<file path="config.mk">
export PLATFORM = sky130hd
export DESIGN_NAME = modulo_varredura_matriz
export DESIGN_NICKNAME = d
export VERILOG_FILES = /design/src/rtl/modulo_matriz_pkg.sv /design/src/rtl/modulo_divisor.sv /design/src/rtl/modulo_varredura_matriz.sv
export SDC_FILE = /design/constraint.sdc
export NUM_CORES = 1
export LEC_CHECK = 0
export ABC_AREA = 1
export ABC_CLOCK_PERIOD_IN_PS = 3200
export BUFFER_PORTS_ARGS = -buffer_cell sky130_fd_sc_hd__buf_2
export CORE_MARGIN = 2
export CORE_UTILIZATION = 40
export CTS_CLUSTER_SIZE = 10
export DETAILED_ROUTE_END_ITERATION = 10
export HOLD_SLACK_MARGIN = 0.06
export PLACE_DENSITY = 0.68
export SYNTH_ARGS = -nofsm -noshare
export SYNTH_HDL_FRONTEND = slang
export SYNTH_HIERARCHICAL = 1
export SYNTH_SLANG_ARGS = --single-unit
</file>
<file path="constraint.sdc">
create_clock -name clk -period 3.2 [get_ports clk]
set_input_delay 0.16 -clock clk [delete_from_list [all_inputs] [get_ports clk]]
set_output_delay 0.16 -clock clk [all_outputs]
set_load 0.005 [all_outputs]
</file>
<file path="src/rtl/modulo_matriz_pkg.sv">
// Shared definitions for the LED dot-matrix column scanner.
package modulo_matriz_pkg;

    localparam int N_COLS = 5;
    localparam int N_ROWS = 7;
    localparam int N_BITS = 35;

    typedef enum logic [1:0] {
        IDLE  = 2'b00,
        SHOW  = 2'b01,
        BLANK = 2'b10
    } state_t;

    // Pattern bit that drives column c, row r. Column 0 sits at the top of the word.
    function automatic logic [5:0] bit_index(input logic [2:0] c, input logic [2:0] r);
        return 6'(N_BITS - 1 - (N_ROWS * int'(c) + int'(r)));
    endfunction

endpackage

</file>
<file path="src/rtl/modulo_divisor.sv">
// Free-running up-counter that wraps after MAX, with a terminal-count flag.
module modulo_divisor #(
    parameter int unsigned WIDTH = 16,
    parameter int unsigned MAX   = 0
) (
    input  logic clk,
    input  logic clr,
    input  logic i_clear,
    input  logic i_inc,
    output logic o_tc
);

    localparam logic [WIDTH-1:0] LP_MAX = WIDTH'(MAX);

    logic [WIDTH-1:0] r_count;

    // Count while enabled, wrap to zero on the terminal value; synchronous clear wins.
    // NOTE: sequential state uses non-blocking assignments so every register samples pre-edge values.
    always_ff @(posedge clk or posedge clr) begin
        if (clr) begin
            r_count <= '0;
        end else if (i_clear) begin
            r_count <= '0;
        end else if (i_inc) begin
            if (r_count == LP_MAX) begin
                r_count <= '0;
            end else begin
                r_count <= r_count + WIDTH'(1);
            end
        end
    end

    // Flag the last counting cycle only while the counter is actually advancing.
    assign o_tc = i_inc && (r_count == LP_MAX);

endmodule

</file>
<file path="src/rtl/modulo_varredura_matriz.sv">
// Time-multiplexes a 35-bit pattern onto a 5-column x 7-row LED matrix,
// one column at a time with optional blanking, snapshotting once per frame.
module modulo_varredura_matriz
    import modulo_matriz_pkg::*;
#(
    parameter int unsigned DIV_MAX        = 3,
    parameter int unsigned BLANK_CYC      = 1,
    parameter bit          COL_ACTIVE_LOW = 1'b1
) (
    input  logic                clk,
    input  logic                clr,
    input  logic                en,
    input  logic [N_BITS-1:0]   m_in,
    output logic [N_COLS-1:0]   col,
    output logic [N_ROWS-1:0]   lin,
    output logic                frame_tick
);

    localparam int unsigned LP_BLANK_MAX = (BLANK_CYC > 0) ? BLANK_CYC - 1 : 0;
    localparam logic [2:0]  LP_LAST_COL  = 3'(N_COLS - 1);

    state_t              r_state;
    state_t              w_state_nxt;
    logic [2:0]          r_col_idx;
    logic [2:0]          w_col_idx_nxt;
    logic [N_BITS-1:0]   r_snapshot;
    logic                r_frame_tick;
    logic                w_tick_nxt;
    logic                w_load_snap;
    logic                w_advance;
    logic                w_div_tc;
    logic                w_blank_tc;
    logic                w_in_show;
    logic                w_in_blank;
    logic [N_COLS-1:0]   w_sel;
    logic [N_ROWS-1:0]   w_lin;

    assign w_in_show  = (r_state == SHOW);
    assign w_in_blank = (r_state == BLANK);

    modulo_divisor #(
        .WIDTH (16),
        .MAX   (DIV_MAX)
    ) u_div_dwell (
        .clk     (clk),
        .clr     (clr),
        .i_clear (!en || !w_in_show),
        .i_inc   (w_in_show),
        .o_tc    (w_div_tc)
    );

    modulo_divisor #(
        .WIDTH (8),
        .MAX   (LP_BLANK_MAX)
    ) u_div_blank (
        .clk     (clk),
        .clr     (clr),
        .i_clear (!en || !w_in_blank),
        .i_inc   (w_in_blank),
        .o_tc    (w_blank_tc)
    );

    // Next-state logic: start, dwell/blank sequencing and the column advance at frame wrap.
    // NOTE: every signal gets a default first, so no path through this block can infer a latch.
    always_comb begin
        w_state_nxt   = r_state;
        w_col_idx_nxt = r_col_idx;
        w_load_snap   = 1'b0;
        w_tick_nxt    = 1'b0;
        w_advance     = 1'b0;
        if (!en) begin
            w_state_nxt   = IDLE;
            w_col_idx_nxt = '0;
        end else begin
            unique case (r_state)
                IDLE: begin
                    w_state_nxt   = SHOW;
                    w_col_idx_nxt = '0;
                    w_load_snap   = 1'b1;
                end
                SHOW: begin
                    if (w_div_tc) begin
                        if (BLANK_CYC > 0) begin
                            w_state_nxt = BLANK;
                        end else begin
                            w_advance = 1'b1;
                        end
                    end
                end
                BLANK: begin
                    if (w_blank_tc) begin
                        w_state_nxt = SHOW;
                        w_advance   = 1'b1;
                    end
                end
                default: w_state_nxt = IDLE;
            endcase
            if (w_advance) begin
                if (r_col_idx == LP_LAST_COL) begin
                    w_col_idx_nxt = '0;
                    w_load_snap   = 1'b1;
                    w_tick_nxt    = 1'b1;
                end else begin
                    w_col_idx_nxt = r_col_idx + 3'd1;
                end
            end
        end
    end

    // State, column index, frame snapshot and tick registers.
    // NOTE: the snapshot is ordinary flop storage, not a memory array, so it takes the reset too.
    always_ff @(posedge clk or posedge clr) begin
        if (clr) begin
            r_state      <= IDLE;
            r_col_idx    <= '0;
            r_snapshot   <= '0;
            r_frame_tick <= 1'b0;
        end else begin
            r_state      <= w_state_nxt;
            r_col_idx    <= w_col_idx_nxt;
            r_frame_tick <= w_tick_nxt;
            if (w_load_snap) begin
                r_snapshot <= m_in;
            end
        end
    end

    // Decode column select and row drive purely from registered state.
    always_comb begin
        w_sel = '0;
        w_lin = '0;
        if (w_in_show && (r_col_idx <= LP_LAST_COL)) begin
            w_sel = N_COLS'(1) << r_col_idx;
            for (int r = 0; r < N_ROWS; r++) begin
                w_lin[r] = r_snapshot[bit_index(r_col_idx, 3'(r))];
            end
        end
    end

    assign col        = COL_ACTIVE_LOW ? ~w_sel : w_sel;
    assign lin        = w_lin;
    assign frame_tick = r_frame_tick;

endmodule
</file>
# == Word-level counts from Yosys, hierarchy flattened ==
# Cells that the tools add are included.
# op_classes
n_addsub,16
mul,1
magnitude_cmp,8
eq_ne,7
shifts,1
n_mux,40
bitwise,1
n_reduce_logical,13
# op_table
op,n
"less-than comparator 6 x 7 -> 1 bit, second input constant",7
2-to-1 mux 16 bit,3
binary-select mux 1 bit (select 6 bit),7
"subtractor 6 bit, first input constant",7
2-to-1 mux 8 bit,3
"adder 6 x 3 -> 6 bit, second input constant",3
2-to-1 mux 1 bit,17
"adder 16 x 1 -> 16 bit, second input constant",1
"equality test 16 x 2 -> 1 bit, second input constant",1
"adder 6 x 2 -> 6 bit, second input constant",2
2-to-1 mux 3 bit,4
"adder 8 x 1 -> 8 bit, second input constant",1
zero test 8 bit,1
2-to-1 mux 7 bit,1
"adder 6 x 1 -> 6 bit, second input constant",1
"multiplier 3 x 3 -> 6 bit, first input constant",1
2-to-1 mux 2 bit,3
"!= test 3 bit, second input constant",2
one-hot mux 2 bit (3 select lines),1
2-to-1 mux 5 bit,1
inverter 5 bit,1
"left shift 1 x 3 -> 5 bit, first input constant",1
nonzero test 2 bit,2
"adder 3 x 1 -> 3 bit, second input constant",1
other kinds (10),15
# word_totals
regBits,65
input_bits,38
output_inout_bits,13
elab_cells,93

# == Depth between registers and ports, before layout ==
# depth
word_depth,7
depth_mapped,19
ltp_nobuf,17

# == Cells and area by module ==
# Netlist, hierarchy kept.
# modules_own_cells
module,n_inst,cells_per_inst,area_per_inst_um2,seq_area_each_um2
modulo_varredura_matriz,1,627,3922.5,1026.0
modulo_divisor at u_div_dwell,1,148,1004.7,400.4
modulo_divisor at u_div_blank,1,75,541.8,200.2

# == Least setup slack after synthesis ==
# OpenSTA, ideal clock, no wires.
# synth_timing
kind,reg2out
from,reg r_col_idx[0]
to,out lin[2]
t_arrival_ps,3007
required_time_ps,3040
slack_ps,33
path_stages_with_launch,19
n_path_buf,2
cell_sequence,dfrtp_1 > inv_2 > buf_2 > fa_1 > inv_1 > ha_1 > fa_1 > buf_4 > inv_2 > nand2_1 > nand2_1 > nand2_1 > o21ai_2 > nand3_1 > nor2_1 > nor2_1 > nor2_1 > nand2_1 > inv_1
# synth_between
elab_chain_len,6
word_cells_on_any_way,8
cone_classes,2 x add/sub; 1 x mul; 1 x order compare; 3 x mux; 1 x reduce/logical
# synth_lines
item,line_no,rtl
start: declaration,modulo_varredura_matriz.sv:24,logic [2:0] r_col_idx;
start signal: assignment,modulo_varredura_matriz.sv:120,r_col_idx <= w_col_idx_nxt;
multiplier 3 x 3 -> 6 bit,modulo_matriz_pkg.sv:16,return 6'(N_BITS - 1 - (N_ROWS * int'(c) + int'(r)));
adder 6 x 2 -> 6 bit,modulo_matriz_pkg.sv:16,
subtractor 6 bit,modulo_matriz_pkg.sv:16,
binary-select mux 1 bit (select 6 bit),modulo_varredura_matriz.sv:135,"w_lin[r] = r_snapshot[bit_index(r_col_idx, 3'(r))];"
2-to-1 mux 1 bit (implied by the code),modulo_varredura_matriz.sv:135,
2-to-1 mux 7 bit *,modulo_varredura_matriz.sv:132,if (w_in_show && (r_col_idx <= LP_LAST_COL)) begin
end: declaration,modulo_varredura_matriz.sv:15,"output logic [N_ROWS-1:0] lin,"
# Every way passes the cells marked *; elsewhere a longest branch is shown, timed or not. The select of a mux whose other input is x is not followed.

# == Final worst setup path ==
# layout_timing
from,reg r_col_idx[0]
to,out lin[1]
# layout_between
elab_chain_len,6
word_cells_on_any_way,8
cone_classes,2 x add/sub; 1 x mul; 1 x order compare; 3 x mux; 1 x reduce/logical
# layout_lines
item,line_no
multiplier 3 x 3 -> 6 bit,modulo_matriz_pkg.sv:16
adder 6 x 1 -> 6 bit,modulo_matriz_pkg.sv:16
subtractor 6 bit,modulo_matriz_pkg.sv:16
binary-select mux 1 bit (select 6 bit),modulo_varredura_matriz.sv:135
2-to-1 mux 1 bit (implied by the code),modulo_varredura_matriz.sv:135
2-to-1 mux 7 bit *,modulo_varredura_matriz.sv:132
# Marks and branches as above.

==> impl_metrics.env <==
export IMPL_synth_fp_nets=910
export IMPL_fin_skew_ps=5.03
export IMPL_cts_tree="built"
export IMPL_totalNegativeSetupSlack_ps=-670
export IMPL_synth_area_per_cell_um2=6.43
export IMPL_fin_nets=1007
export IMPL_io_pins=51
export IMPL_violations="setup timing"
export IMPL_setup_slack_ps=-139
export IMPL_slew_viol_final=0
export IMPL_drcViolationCount=0
export IMPL_io_buffers=50
export IMPL_ys_ff_latch=65
export IMPL_start_util_pct=41.1
export IMPL_final_cell_mix="291 x nand2_1, 115 x nand3_1, 94 x inv_1"
export IMPL_dr_pass1_iters=5
export IMPL_grt_overflow_total=0
export IMPL_startpoint="r_col_idx[0]"
export IMPL_routed_wirelength_um=15100
export IMPL_post_dp_cell_area_um2=5890
export IMPL_setup_viol=7
export IMPL_clock_latency_ps=330
export IMPL_syn_to_final_growth_pct=23.7
export IMPL_synthFlopType="dfrtp_1"
export IMPL_post_route_period_util_pct=104
export IMPL_htree_levels=3
export IMPL_busiest_layer="met2"
export IMPL_clk_transition_reported_paths_ps=50
export IMPL_hold_path_class="in2reg"
export IMPL_met1_usage_pct=27.8
export IMPL_mostFrequentLayoutCell="nand2_1"
export IMPL_p_seq_share_pct=18.4
export IMPL_wl_per_cell_um=13.4
export IMPL_hpwl_um=10800
export IMPL_ys_seq_area_share_pct=29.7
export IMPL_vias=5690
export IMPL_gr_usage_met3_pct=3.38
export IMPL_power_frac_clock_pct=14.9
export IMPL_finalInstanceArea_um2=6770
export IMPL_r2r_start="r_col_idx[0]"
export IMPL_end_kind="output pin"
export IMPL_min_period_ps=3340
export IMPL_startpoint_type="register"
export IMPL_layout_cells_non_filler=1127
export IMPL_max_freq_ghz=0.300
export IMPL_arrival_ps=3180
export IMPL_synth_async_reset_ratio_pct=100
export IMPL_rsz0062_at_grt="true"
export IMPL_numCtsBuffers=9
export IMPL_p_leak_nw=3.43
export IMPL_power_switching_w=0.00337
export IMPL_die_h_um=121
export IMPL_synth_area_um2=5470
export IMPL_via_per_inst=5.05
export IMPL_cts_num_sinks=65
export IMPL_pre_cts_ws_ps=53.4
export IMPL_grt_pass1_wl_um=24800
export IMPL_yosysTopAreaCell="dfrtp_1"
export IMPL_swShare_pct=51.3
export IMPL_ant_nets=0
export IMPL_maxCapViolations=0
export IMPL_grt_pass1_vias=5176
export IMPL_place_gp_congestion=0.979
export IMPL_synth_cell_types=39
export IMPL_tightest_slew_ps=855
export IMPL_fp_dieW_um=121
export IMPL_dp_cells=1064
export IMPL_min_from="m_in[32]"
export IMPL_crit_type="reg2out"
export IMPL_yosysWarnings=6
export IMPL_cp_required_ps=3040
export IMPL_synthCells=850
export IMPL_clockBufferDepth=2
export IMPL_met2_usage_pct=34.9
export IMPL_status="finished, violations left"
export IMPL_coreArea_um2=13300
export IMPL_synth_edf_count=0
export IMPL_num_antenna_cells=0
export IMPL_drive_above_1_share_pct=16.8
export IMPL_grt_start_max_net_pins=53
export IMPL_max_slew_margin_pct=42.6
export IMPL_track_usage_pct=21.2
export IMPL_power_density_nw_per_um2=970
export IMPL_synth_top_area_share_pct=29.7
export IMPL_drt_iter0_drc=376
export IMPL_power_frac_comb_pct=66.7
export IMPL_fp_row_count=42
export IMPL_ir_drop_v=0.000467
export IMPL_die_area_um2=14600
export IMPL_hold_viol=0
export IMPL_grt_antenna_before_repair=0
export IMPL_internal_power_w=0.00320
export IMPL_synth_area_leaders="dfrtp_1 30%, nand2_1 20%, nand3_1 11%, inv_1 6.7%, nor2_1 4.9%"
export IMPL_cts_root_buf="clkbuf_16"
export IMPL_holdWs_ps=78.9
export IMPL_crit_fanout=6
[per-stage QoR]
stage	power [W]	utilization [%]
after floorplan	0.00427	-
after global placement	0.00521	44.3
after detailed placement	0.00522	44.3
after CTS	0.00637	50.0
after global routing	0.00715	50.9
final	0.00657	50.9
[power by group through the flow]
stage | registers (W) | clock network, W | logic, W
3_5_place_dp | 0.00121 | 0 | 0.00401
3_3_place_gp | 0.00121 | 0 | 0.00399
2_1_floorplan | 0.00117 | 0 | 0.00310
4_1_cts | 0.00120 | 0.00101 | 0.00416
5_1_grt | 0.00123 | 0.00104 | 0.00488
6_report | 0.00121 | 0.000981 | 0.00438
[per-layer routing]
metal  part of all wire, %  vias up
li1                      -     2888
met4                   3.1        0
met1                    44     2582
met3                   5.6       36
met5                     0        -
met2                    47      184
[synth_stat cells (all sizes together) (3+ instances only)]
| cell type | n |
|---|---|
| nand2 | 305 |
| nand3 | 123 |
| inv | 104 |
| nor2 | 78 |
| dfrtp | 65 |
| o21ai | 58 |
| buf | 20 |
| ha | 19 |
| a21oi | 15 |
| xor2 | 13 |
| nand4 | 11 |
| xnor2 | 10 |
| mux2 | 6 |
| clkbuf | 5 |
| nand3b | 4 |
| fa | 3 |
| o21bai | 3 |
| o22ai | 3 |
[cell type report]
type / count / area [µm²]
Clock buffer: 12 / 256
Clock inverter: 3 / 40.0
Sequential cell: 65 / 1630
Tap cell: 176 / 220
Inverter: 105 / 397
Fill cell: 1315 / 6530
Multi-Input combinational cell: 655 / 3410
Timing Repair Buffer: 111 / 813
[path summary, 6_finish.rpt]
check,cells after the start,endpoint,slack [ps]
max in group asynchronous,3,u_div_dwell/r_count[13],2300
worst max-delay path,15,lin[1],-140
min in group asynchronous,3,u_div_blank/r_count[2],350
worst max register to register,10,r_snapshot[11],720
worst min-delay path,3,r_snapshot[32],80
worst min register to register,2,u_div_dwell/r_count[15],520
[critical path: stages, from the launching register on]
cell,delay [ps]
dfrtp_1,360
inv_2,50
fa_1,520
inv_1,40
ha_2,180
fa_2,520
buf_6,170
nor2_4,130
nand2_1,110
xnor2_2,180
inv_1,80
nand3_1,110
nand3_1,100
nand2_1,130
inv_1,50
buf_2,120
[state kept, by name, indices dropped and copies added (netlist names)]
register and cells:
r_snapshot 35, u_div_dwell/r_count 16, u_div_blank/r_count 8, r_col_idx 3, r_state 2, frame_tick 1
[repair_timing]
action / in CTS / in global routing
hold buffers: 34 / 0
gates resized for setup: 14 / 22
endpoints found under the setup margin: 7 / 7
hold endpoints to repair: 98 / 0
pin swaps: 11 / 13
setup buffers: 10 / 4
[cell families (layout without fill, tap and decap cells)]
group	Yosys count	after routing	share of synthesized area, %
AO/OA/AOI/OAI	80	80	8.19
XOR/XNOR	23	23	4.23
adder cells (fa/ha/maj)	22	22	5.45
buffers and inverters	130	231	10.2
flip-flops	65	65	29.7
multiplexers	6	6	1.24
AND/OR/NAND/NOR	524	524	41.0
Power figures use the tool's default switching activity.
